==> config.mk <==
export PLATFORM = sky130hd
export DESIGN_NAME = i2s_tx_flat
export DESIGN_NICKNAME = d
export VERILOG_FILES = /design/src/rtl/i2s_tx_if.sv /design/src/rtl/i2s_tx.sv /design/src/flat_wrapper.sv
export SDC_FILE = /design/constraint.sdc
export NUM_CORES = 1
export LEC_CHECK = 0
export CORE_MARGIN = 2
export CORE_UTILIZATION = 30
export DETAILED_ROUTE_END_ITERATION = 6
export HOLD_SLACK_MARGIN = 0.12
export PLACE_DENSITY_LB_ADDON = 0.2
export SETUP_SLACK_MARGIN = 0.3
export SLEW_MARGIN = 20
export SYNTH_ARGS = -nofsm -noshare
export SYNTH_HDL_FRONTEND = slang
export SYNTH_SLANG_ARGS = --single-unit
==> constraint.sdc <==
create_clock -name clk -period 2.45 [get_ports clk]
set_clock_uncertainty 0.2 [all_clocks]
set_input_delay 0.245 -clock clk [delete_from_list [all_inputs] [get_ports clk]]
set_output_delay 0.245 -clock clk [all_outputs]
set_load 0.005 [all_outputs]
==> src/rtl/i2s_tx_if.sv <==
// i2s_tx_if: stereo sample hand-off from the synthesis engine to the I2S
// transmitter.
//   left, right   : two's-complement channel samples
//   sample_valid  : producer has a stereo sample on left/right
//   sample_ready  : transmitter's one-entry pending buffer is empty
// master = sample producer, slave = i2s_tx.
interface i2s_tx_if #(
  parameter int unsigned WIDTH = 24
);
  logic [WIDTH-1:0] left;
  logic [WIDTH-1:0] right;
  logic             sample_valid;
  logic             sample_ready;

  modport master (
    output left,
    output right,
    output sample_valid,
    input  sample_ready
  );

  modport slave (
    input  left,
    input  right,
    input  sample_valid,
    output sample_ready
  );
endinterface

==> src/rtl/i2s_tx.sv <==
// i2s_tx: I2S serial transmitter. Derives sclk from the divider's mclk level,
// frames on the divider's lrck level and shifts one stereo sample per frame
// MSB-first with the standard one-bit delay. A left frame with no pending
// sample is sent as silence and flagged on underrun.
//   clk, rst     : system clock, synchronous active-high reset
//   mclk, lrck   : divider clock levels (synchronous to clk)
//   smp          : sample hand-off (slave side, one-entry buffer)
//   sclk, sdata  : I2S bit clock and serial data
//   lrck_o       : lrck delayed one clk, aligned with sclk/sdata
//   underrun     : one-cycle pulse when a left frame starts empty
module i2s_tx #(
  parameter int unsigned WIDTH     = 24,
  parameter int unsigned SCLK_HALF = 4
) (
  input  logic    clk,
  input  logic    rst,
  input  logic    mclk,
  input  logic    lrck,
  i2s_tx_if.slave smp,
  output logic    sclk,
  output logic    sdata,
  output logic    lrck_o,
  output logic    underrun
);
  localparam int unsigned CNT_W = (SCLK_HALF > 1) ? $clog2(SCLK_HALF) : 1;
  localparam int unsigned BIT_W = $clog2(WIDTH + 1);

  // lrck_o doubles as the registered lrck copy used for edge detection.
  logic             mclk_d;
  logic [CNT_W-1:0] cnt, cnt_nxt;
  logic [BIT_W-1:0] bits, bits_nxt;
  logic [WIDTH-1:0] shifter, shifter_nxt;
  logic [WIDTH-1:0] right_hold, right_hold_nxt;
  logic [WIDTH-1:0] pend_l, pend_l_nxt;
  logic [WIDTH-1:0] pend_r, pend_r_nxt;
  logic             full, full_nxt;
  logic             ready_q;
  logic             sclk_nxt, sdata_nxt, underrun_nxt;
  logic             mclk_rise_c, lrck_edge_c, left_edge_c, right_edge_c;
  logic             handshake_c, div_wrap_c;

  // Next-state logic: buffer, frame loads, sclk divider and bit shifting.
  always_comb begin
    mclk_rise_c    = mclk & ~mclk_d;
    lrck_edge_c    = lrck ^ lrck_o;
    left_edge_c    = lrck_edge_c & ~lrck;
    right_edge_c   = lrck_edge_c & lrck;
    handshake_c    = smp.sample_valid & ready_q;
    div_wrap_c     = mclk_rise_c && (cnt == CNT_W'(SCLK_HALF - 1));

    cnt_nxt        = cnt;
    bits_nxt       = bits;
    shifter_nxt    = shifter;
    right_hold_nxt = right_hold;
    pend_l_nxt     = pend_l;
    pend_r_nxt     = pend_r;
    full_nxt       = full;
    sclk_nxt       = sclk;
    sdata_nxt      = sdata;
    underrun_nxt   = 1'b0;

    // ready_q tracks ~full, so a handshake never meets a consuming left edge;
    // a handshake on an empty left edge lands in the buffer for the next frame.
    if (handshake_c) begin
      pend_l_nxt = smp.left;
      pend_r_nxt = smp.right;
      full_nxt   = 1'b1;
    end

    if (left_edge_c) begin
      if (full) begin
        shifter_nxt    = pend_l;
        right_hold_nxt = pend_r;
        full_nxt       = 1'b0;
      end else begin
        shifter_nxt    = '0;
        right_hold_nxt = '0;
        underrun_nxt   = 1'b1;
      end
    end else if (right_edge_c) begin
      shifter_nxt = right_hold;
    end

    // Frame edge restarts the bit clock phase and suppresses any divider toggle.
    if (lrck_edge_c) begin
      cnt_nxt   = '0;
      sclk_nxt  = 1'b0;
      sdata_nxt = 1'b0;
      bits_nxt  = '0;
    end else if (mclk_rise_c) begin
      if (div_wrap_c) begin
        cnt_nxt  = '0;
        sclk_nxt = ~sclk;
        // Data changes on sclk falling so it is stable at the DAC's rising sample.
        if (sclk) begin
          if (bits < BIT_W'(WIDTH)) begin
            sdata_nxt   = shifter[WIDTH-1];
            shifter_nxt = {shifter[WIDTH-2:0], 1'b0};
            bits_nxt    = bits + 1'b1;
          end else begin
            sdata_nxt = 1'b0;
          end
        end
      end else begin
        cnt_nxt = cnt + 1'b1;
      end
    end
  end

  // State register; ready is held low while in reset.
  always_ff @(posedge clk) begin
    if (rst) begin
      mclk_d     <= 1'b0;
      lrck_o     <= 1'b0;
      cnt        <= '0;
      bits       <= '0;
      shifter    <= '0;
      right_hold <= '0;
      pend_l     <= '0;
      pend_r     <= '0;
      full       <= 1'b0;
      ready_q    <= 1'b0;
      sclk       <= 1'b0;
      sdata      <= 1'b0;
      underrun   <= 1'b0;
    end else begin
      mclk_d     <= mclk;
      lrck_o     <= lrck;
      cnt        <= cnt_nxt;
      bits       <= bits_nxt;
      shifter    <= shifter_nxt;
      right_hold <= right_hold_nxt;
      pend_l     <= pend_l_nxt;
      pend_r     <= pend_r_nxt;
      full       <= full_nxt;
      ready_q    <= ~full_nxt;
      sclk       <= sclk_nxt;
      sdata      <= sdata_nxt;
      underrun   <= underrun_nxt;
    end
  end

  assign smp.sample_ready = ready_q;
endmodule

==> src/flat_wrapper.sv <==
// flat-port wrapper written by rule: the top's interface ports become plain ports
module i2s_tx_flat 
#(
  parameter int unsigned WIDTH     = 24,
  parameter int unsigned SCLK_HALF = 4
)
  (clk, rst, mclk, lrck, sclk, sdata, lrck_o, underrun, smp_left, smp_right, smp_sample_valid, smp_sample_ready);
  i2s_tx_if #(.WIDTH(WIDTH)) smp_i ();
  input  logic clk;
  input  logic rst;
  input  logic mclk;
  input  logic lrck;
  output logic sclk;
  output logic sdata;
  output logic lrck_o;
  output logic underrun;
  input wire logic [$bits(smp_i.left)-1:0] smp_left;
  input wire logic [$bits(smp_i.right)-1:0] smp_right;
  input wire logic [$bits(smp_i.sample_valid)-1:0] smp_sample_valid;
  output wire logic [$bits(smp_i.sample_ready)-1:0] smp_sample_ready;
  assign smp_i.left = smp_left;
  assign smp_i.right = smp_right;
  assign smp_i.sample_valid = smp_sample_valid;
  assign smp_sample_ready = smp_i.sample_ready;
  i2s_tx #(.WIDTH(WIDTH), .SCLK_HALF(SCLK_HALF)) u_core (.clk(clk), .rst(rst), .mclk(mclk), .lrck(lrck), .smp(smp_i), .sclk(sclk), .sdata(sdata), .lrck_o(lrck_o), .underrun(underrun));
endmodule
* Yosys cells after proc, flatten, opt, wreduce, memory -nomap -nowiden *
Cells that the tools add are included.
Widths: inputs -> output; s select.

storage, ports and cells
  bits in registers = 110
  bits of input ports = 53
  output and inout port bits = 5
  word-level logic and storage cells = 48

operators by class
  $lt $le $gt $ge = 1
  reduce and logical (&&, ||, !) cells = 6
  bitwise gates (word level) = 10
  eq/ne operators = 1
  add/sub/neg operators = 2
  muxes and demuxes = 15

operator list
  operator             number
  $mux 24              9
  $add 5x1->5 const B  1
  $lt 5x5->1 const B   1
  $mux 1               5
  $not 1->1            5
  $and 1x1->1          4
  $reduce_and 4->1     1
  $reduce_or 2->1      2
  $reduce_and 3->1     1
  $add 2x1->2 const B  1
  $eq 2x2->1 const B   1
  $mux 2               1
  $reduce_and 2->1     1
  $logic_and 1x1->1    1
  $xor 1x1->1          1

* Longest topological paths before layout *
Gate-level depths: netlist of the first run.

  depth after elaboration = 9
  mapped depth = 7
  mapped depth without buffers = 5

* Least setup slack after synthesis of the first run *
Ideal clock, no wire load.

  kind = register to register
  start = register u_core.lrck_o
  end = register u_core.shifter[10]
  arrival = 1351 ps
  setup slack = 783 ps
  required time = 2134 ps
  buffers on the path = 1
  stages on the path, launching flop included = 6
  cells stage by stage = dfxtp_1 > ha_1 > a21boi_1 > a21o_2 > buf_6 > o21ai_2

on the way
  cells in the longest elaborated chain, start to end = 9
  elaborated cells on any way between the ends = 10
  classes of those cells = mux: 7; bitwise: 3

RTL lines
  item                    RTL line       RTL
  start, declared         i2s_tx.sv:22   output logic lrck_o,
  start signal, assigned  i2s_tx.sv:128  lrck_o <= lrck;
  $xor 1x1->1 (*)         i2s_tx.sv:45   lrck_edge_c = lrck ^ lrck_o;
  $and 1x1->1             i2s_tx.sv:47   right_edge_c = lrck_edge_c & lrck;
  $mux 24                 i2s_tx.sv:80   end else if (right_edge_c) begin
  $mux 24                 i2s_tx.sv:70   if (left_edge_c) begin
  $mux 24                 i2s_tx.sv:96   if (bits < BIT_W'(WIDTH)) begin
  $mux 24                 i2s_tx.sv:95   if (sclk) begin
  $mux 24                 i2s_tx.sv:91   if (div_wrap_c) begin
  $mux 24                 i2s_tx.sv:90   end else if (mclk_rise_c) begin
  $mux 24 (*)             i2s_tx.sv:85   if (lrck_edge_c) begin
  end signal, assigned    i2s_tx.sv:131  shifter <= shifter_nxt;
  end, declared           i2s_tx.sv:32   logic [WIDTH-1:0] shifter, shifter_nxt;

Every way passes the cells marked *; elsewhere a longest branch is shown, timed or not.
A chain may end at the register's enable or synchronous reset.

* Worst setup path after layout of the first run *
  start = input port lrck
  end = register u_core.shifter[14]

on the way
  cells in the longest elaborated chain, start to end = 9
  elaborated cells on any way between the ends = 11
  classes of those cells = mux: 7; bitwise: 4

RTL lines
  item             RTL line            RTL
  start, declared  flat_wrapper.sv:12  input logic lrck;
  $xor 1x1->1      i2s_tx.sv:45
  $and 1x1->1      i2s_tx.sv:47
  $mux 24          i2s_tx.sv:80
  $mux 24          i2s_tx.sv:70
  $mux 24          i2s_tx.sv:96
  $mux 24          i2s_tx.sv:95
  $mux 24          i2s_tx.sv:91
  $mux 24          i2s_tx.sv:90
  $mux 24 (*)      i2s_tx.sv:85

Marks and branches as above.

==> impl_metrics.env, run 1 <==
export IMPL_num_rows=45
export IMPL_path_cells="clkdlybuf4s50_1 > inv_1 > ha_2 > a21boi_2 > a21o_2 > buf_12 > o21ai_1"
export IMPL_worstPathMaxFanout=14
export IMPL_post_route_min_period_ns=1.836
export IMPL_relSlewSlack_pct=59.67
export IMPL_layout_commonest_cell="dfxtp_1"
export IMPL_holdCritPathClass="input pin to flop"
export IMPL_synth_area_leaders="dfxtp_1, a21oi_1, nand2_1"
export IMPL_final_util_pct=37.19
export IMPL_die_h_um=128.6
export IMPL_setup_viol=0
export IMPL_fin_cells=765
export IMPL_async_flop_share_pct=0
export IMPL_final_cell_mix="dfxtp_1, nand2_1, a21oi_1, clkdlybuf4s50_1, nand3_1"
export IMPL_p_leak_nw=1.891
export IMPL_cts_resized=0
export IMPL_peakVddDrop_v=0.0003415
export IMPL_tritoncts="done"
export IMPL_grt_pass1_vias=3592
export IMPL_fp_dieW_um=128.6
export IMPL_crit_family="buffers and inverters"
export IMPL_post_cts_buffers=0
export IMPL_finalWorstSetupSlack_ns=0.6141
export IMPL_end_kind="flop"
export IMPL_critPathKind="input pin to flop"
export IMPL_synth_seq_cells=110
export IMPL_seq_area_frac_synth_pct=47.29
export IMPL_die_area_sq_um=16540
export IMPL_drc=0
export IMPL_syn_inst=543
export IMPL_avgSynthCellArea_sq_um=8.576
export IMPL_io_pins=58
export IMPL_p_per_area_nw_per_um2=639.2
export IMPL_pre_cts_slack_ns=0.2256
export IMPL_dp_hpwl_um=6325
export IMPL_via_per_inst=4.809
export IMPL_start_util_pct=30.63
export IMPL_first_pass_iters=4
export IMPL_path_clk_slew_ns=0.07
export IMPL_wl_per_cell_um=13.19
export IMPL_clk_latency_ns=0.35
export IMPL_yosysUniqueCellTypes=34
export IMPL_grt_max_degree=99
export IMPL_synth_top_cell_area_share_pct=47.29
export IMPL_crit_buf_inv=3
export IMPL_status="complete, no violations"
export IMPL_holdWs_ns=0.2106
export IMPL_nNetsFinal=630
export IMPL_required_ns=2.49
export IMPL_first_iter_violations=203
export IMPL_critPathLaunchType="input pin"
export IMPL_ys_flop_type="dfxtp_1"
export IMPL_cts_buffers=9
export IMPL_cts_buffer_depth=2
export IMPL_drive_gt1_share_pct=6.759
export IMPL_cts_hold_repair_buffers=0
export IMPL_yosysTopAreaCell="dfxtp_1"
export IMPL_finalHoldViolations=0
export IMPL_insertedDiodeCount=0
export IMPL_timing_final_crit_share_pct=74.93
export IMPL_detail_route_antenna_nets=0
export IMPL_clock_sinks=110
export IMPL_wl_um=10090
export IMPL_grt_pass1_wl_um=16930
export IMPL_area_growth_pct=21.41
export IMPL_power_total_mw=3.614
export IMPL_syn_nets=600
export IMPL_cp_arrival_ns=1.88
export IMPL_core_area_sq_um=15200
export IMPL_fin_tns_setup_ns=0
export IMPL_stdcell_area_sq_um=5654
export IMPL_vias=3679
export IMPL_grt_antenna_before_repair=0
export IMPL_grt_overflow=0
export IMPL_rsz0062_at_grt="no"
export IMPL_cts_root_buf="clkbuf_16"
export IMPL_dp_cells=750
export IMPL_max_cap_violations=0
export IMPL_io_buffers=57
export IMPL_grtUsageTotal_pct=12.77
export IMPL_synth_edf_count=0
export IMPL_worst_pin_slew_ns=0.6049
export IMPL_synth_warnings=0
export IMPL_globalplace_congestion=0.6981
export IMPL_slew_viol_final=0
export IMPL_synth_area_sq_um=4657
export IMPL_cp_slowest_cell="clkdlybuf4s50_1"
export IMPL_cp_slowest_stage_delay_ns=0.48
export IMPL_placed_area_sq_um=5370
export IMPL_ctsHtreeMaxLevel=3
export IMPL_max_freq_mhz=544.7
[final timing paths]
| path | startpoint | end | slack (ns) | depth (start not counted) |
|---|---|---|---|---|
| min | rst | u_core.shifter[0] | 0.21 | 3 |
| max reg2reg | u_core.cnt[0] | u_core.shifter[14] | 0.66 | 5 |
| max | lrck | u_core.shifter[14] | 0.61 | 7 |
| min reg2reg | u_core.pend_l[20] | u_core.pend_l[20] | 0.25 | 2 |
[metal layers]
metal | part of all wire [%] | vias up | global-route usage [%] | routed length (um)
met4 | 1.3 | 0 | 4.540 | 129
met5 | 0 | - | 0 | 0
met2 | 45 | 56 | 21.03 | 4537
met1 | 49 | 1685 | 15.67 | 4985
li1 | - | 1926 | - | -
met3 | 4.3 | 12 | 4.283 | 434
[cell usage after synthesis, types with 3 or more instances]
master and n:
ha_1 4, dfxtp_1 110, a21oi_1 77, inv_1 3, o21ai_2 10, nand2b_1 25
nor2b_1 4, mux2i_1 26, nand2_1 100, nor2_1 7, buf_6 3, nand3_1 50
buf_2 11, clkbuf_1 32, o21a_1 23, o21ai_1 9, o21ai_0 6, nand4b_1 23
[state kept, by name, indices dropped and copies added (netlist names)]
register and cells:
u_core.smp.sample_ready 1, u_core.right_hold 24, u_core.pend_r 24, u_core.mclk_d 1, u_core.shifter 24, u_core.cnt 2, u_core.underrun 1, u_core.bits 5
u_core.lrck_o 1, u_core.sdata 1, u_core.pend_l 24, u_core.full 1, u_core.sclk 1
[worst register-to-register path: cells and delay by family (launching register included)]
| kind | cells | cell delay [ns] |
|---|---|---|
| flops | 1 | 0.36 |
| compound gates | 2 | 0.41 |
| simple gates | 1 | 0.26 |
| fa+ha+maj | 1 | 0.26 |
| buf+inv | 1 | 0.20 |
[cell families after synthesis]
group	count (synthesis)	share of synthesized area, %
buffers and inverters	52	5.131
muxes	26	5.588
DFF	110	47.29
xor gates and xnor gates	1	0.1881
adders and majority gates	4	1.075
and+or+nand+nor	218	23.97
AOI/OAI and AO/OA	132	16.77
[where the power goes]
part           internal [mW]  total (mW)  switching, mW
sequential              1.83        1.87         0.0332
combinational          0.157       0.324          0.167
clock                  0.817        1.42          0.606
[cell type report]
cell class	count	area, sq um
repair buffers	68	698.2
clock buffers	14	254.0
clock inverters	1	30.03
fillers	1561	9548
flip-flops and latches	110	2203
inverters	3	11.26
well taps	188	235.2
multi-input cells	381	2222
Power figures use the tool's default switching activity.
==> run 2, diff against run 1 <==
==> constraint.sdc (replaced) <==
create_clock -name clk -period 1.9 [get_ports clk]
set_clock_uncertainty 0.2 [all_clocks]
set_input_delay 0.19 -clock clk [delete_from_list [all_inputs] [get_ports clk]]
set_output_delay 0.19 -clock clk [all_outputs]
set_load 0.005 [all_outputs]
==> run 2 against run 1 <==
  * Sequential share of layout area fell by 2.3 points
  * Total power rose by 38%
  * Routed wire length rose by 6.6%
  * Non-clock buffer count rose by 19
  * Global-route usage rose by 0.36 points
  * Die area did not move
  * Clock power rose by 46%
  * Via count rose by 2.9%
  * Final cell count rose by 2.6%
  * Flip-flop and latch count did not move
  * Combinational power rose by 58%
  * Critical path type is now flop to flop
  * Largest cell class unchanged
==> impl_metrics.env, run 2 (synthesis gave the netlist of run 1 again) <==
export IMPL_status="complete, no violations"
export IMPL_rsz0062_at_grt="yes"
export IMPL_peakVddDrop_v=0.0004374
export IMPL_grt_max_degree=49
export IMPL_cp_arrival_ns=1.68
export IMPL_grt_pass1_wl_um=17580
export IMPL_required_ns=1.98
export IMPL_hold_path_startpoint="smp_left[13]"
export IMPL_p_leak_nw=2.088
export IMPL_rrSetupSlack_ns=0.30
export IMPL_holdPathEnd="u_core.pend_l[13]"
export IMPL_first_iter_violations=272
export IMPL_die_h_um=128.6
export IMPL_power_total_mw=4.994
export IMPL_core_area_sq_um=15200
export IMPL_final_cell_mix="dfxtp_1, nand2_1, a21oi_1, clkdlybuf4s50_1, nand3_1"
export IMPL_rr_endpoint="u_core.shifter[6]"
export IMPL_post_route_min_period_ns=1.599
export IMPL_vias=3785
export IMPL_max_freq_mhz=625.4
export IMPL_p_per_area_nw_per_um2=826.4
export IMPL_cts_buffer_depth=2
export IMPL_p_int_mw=3.903
export IMPL_area_growth_pct=29.77
export IMPL_fillers=1519
export IMPL_end_kind="flop"
export IMPL_tritoncts="done"
export IMPL_path_clk_slew_ns=0.07
export IMPL_first_pass_iters=4
export IMPL_io_pins=58
export IMPL_wl_um=10760
export IMPL_num_rows=45
export IMPL_globalplace_congestion=0.7050
export IMPL_layout_commonest_cell="dfxtp_1"
export IMPL_holdCritPathClass="input pin to flop"
export IMPL_grtUsageTotal_pct=13.13
export IMPL_wl_per_cell_um=13.70
export IMPL_reg2reg_from="u_core.lrck_o"
export IMPL_slew_viol_final=0
export IMPL_power_frac_comb_pct=10.3
export IMPL_cts_root_buf="clkbuf_16"
export IMPL_clock_sinks=110
export IMPL_via_per_inst=4.822
export IMPL_detail_route_antenna_nets=0
export IMPL_drc=0
export IMPL_final_util_pct=39.75
export IMPL_critPathLaunchType="flop"
export IMPL_setup_viol=0
export IMPL_finalWorstSetupSlack_ns=0.3010
export IMPL_nNetsFinal=651
export IMPL_drive_gt1_share_pct=11.39
export IMPL_worst_pin_slew_ns=0.3890
export IMPL_cts_buffers=9
export IMPL_worstPathMaxFanout=6
export IMPL_p_sw_mw=1.091
export IMPL_timing_final_crit_share_pct=84.16
export IMPL_ctsHtreeMaxLevel=3
export IMPL_die_area_sq_um=16540
export IMPL_io_buffers=57
export IMPL_grt_overflow=0
export IMPL_critPathKind="flop to flop"
export IMPL_pre_cts_slack_ns=-0.3757
export IMPL_grt_pass1_vias=3712
export IMPL_insertedDiodeCount=0
export IMPL_swShare_pct=21.84
export IMPL_p_clk_share_pct=41.7
export IMPL_seq_area_sq_um=2213
export IMPL_grt_antenna_before_repair=0
export IMPL_max_cap_violations=0
export IMPL_finalHoldViolations=0
export IMPL_rr_worst_depth=6
export IMPL_dp_hpwl_um=6470
export IMPL_start_util_pct=30.63
export IMPL_clk_latency_ns=0.35
export IMPL_crit_start="u_core.lrck_o"
export IMPL_multi_input_area_sq_um=2292
export IMPL_fp_dieW_um=128.6
export IMPL_relSlewSlack_pct=74.07
export IMPL_power_frac_seq_pct=48.0
export IMPL_worstHoldPathCells=3
## run 2: changes by cell type in the layout (fill, tap and decap cells not counted), moves of 3 or more
cell,delta
a21o_4,+3
dfxtp_1,-6
dfxtp_2,+5
dlymetal6s2s_1,+3
buf_6,+5
buf_4,+5
clkdlybuf4s50_1,-5
clkbuf_1,-3
## run 2: worst max-delay path by stage
stage	endpoint	cells past startpoint
floorplan	u_core.shifter[10]	6
global placement	u_core.shifter[23]	6
detailed placement	u_core.shifter[1]	6
CTS	u_core.shifter[0]	5
global route	u_core.shifter[17]	6
finish	u_core.shifter[6]	6
## run 2: power groups by stage
stage                     Sequential (mW)  Clock, mW  Combinational (mW)
after floorplan                      2.44          0               0.250
after global placement               2.45          0               0.433
after detailed placement             2.45          0               0.440
after CTS                            2.40       2.14               0.508
after global routing                 2.40       2.23               0.563
final                                2.40       2.08               0.513
## run 2: layout make-up
cell class	instances	area share [%]
Multi-Input combinational cell	383	37.93
Tap cell	188	3.892
Clock buffer	10	3.789
Sequential cell	110	36.63
Timing Repair Buffer	87	15.96
Inverter	3	0.1863
Clock inverter	4	1.615
## run 2: repair_timing
action,CTS,global route
resized for setup,29,5
pin swaps,4,10
hold buffers,2,0
endpoints found under the hold margin,7,0
endpoints found under the setup margin,31,31
setup buffers,8,2
gates cloned,4,2
## run 2: metal layers
metal	GRT usage, %	vias up	share of wire (%)
li1	-	1980	-
met1	17.17	1725	49
met3	3.867	9	4.8
met4	3.645	0	1.1
met2	21.21	71	45
met5	0	-	0
## run 2: through the flow
step,hold WS [ns],TNS (ns),area (sq um),std cells
after floorplan,0.1182,0,4663,543
after global placement,0.2482,-7.314,5408,753
after detailed placement,0.2512,-7.899,5408,753
after CTS,0.1738,0,5967,781
after global routing,0.1918,0,6043,785
final,0.1869,0,6043,785
## run 2: critical path: stages, from the launching register on
cell and delay (ns):
dfxtp_2 0.34, ha_4 0.26, a21boi_4 0.28, buf_6 0.14, buf_8 0.11, nand4b_1 0.11
o21ai_2 0.08
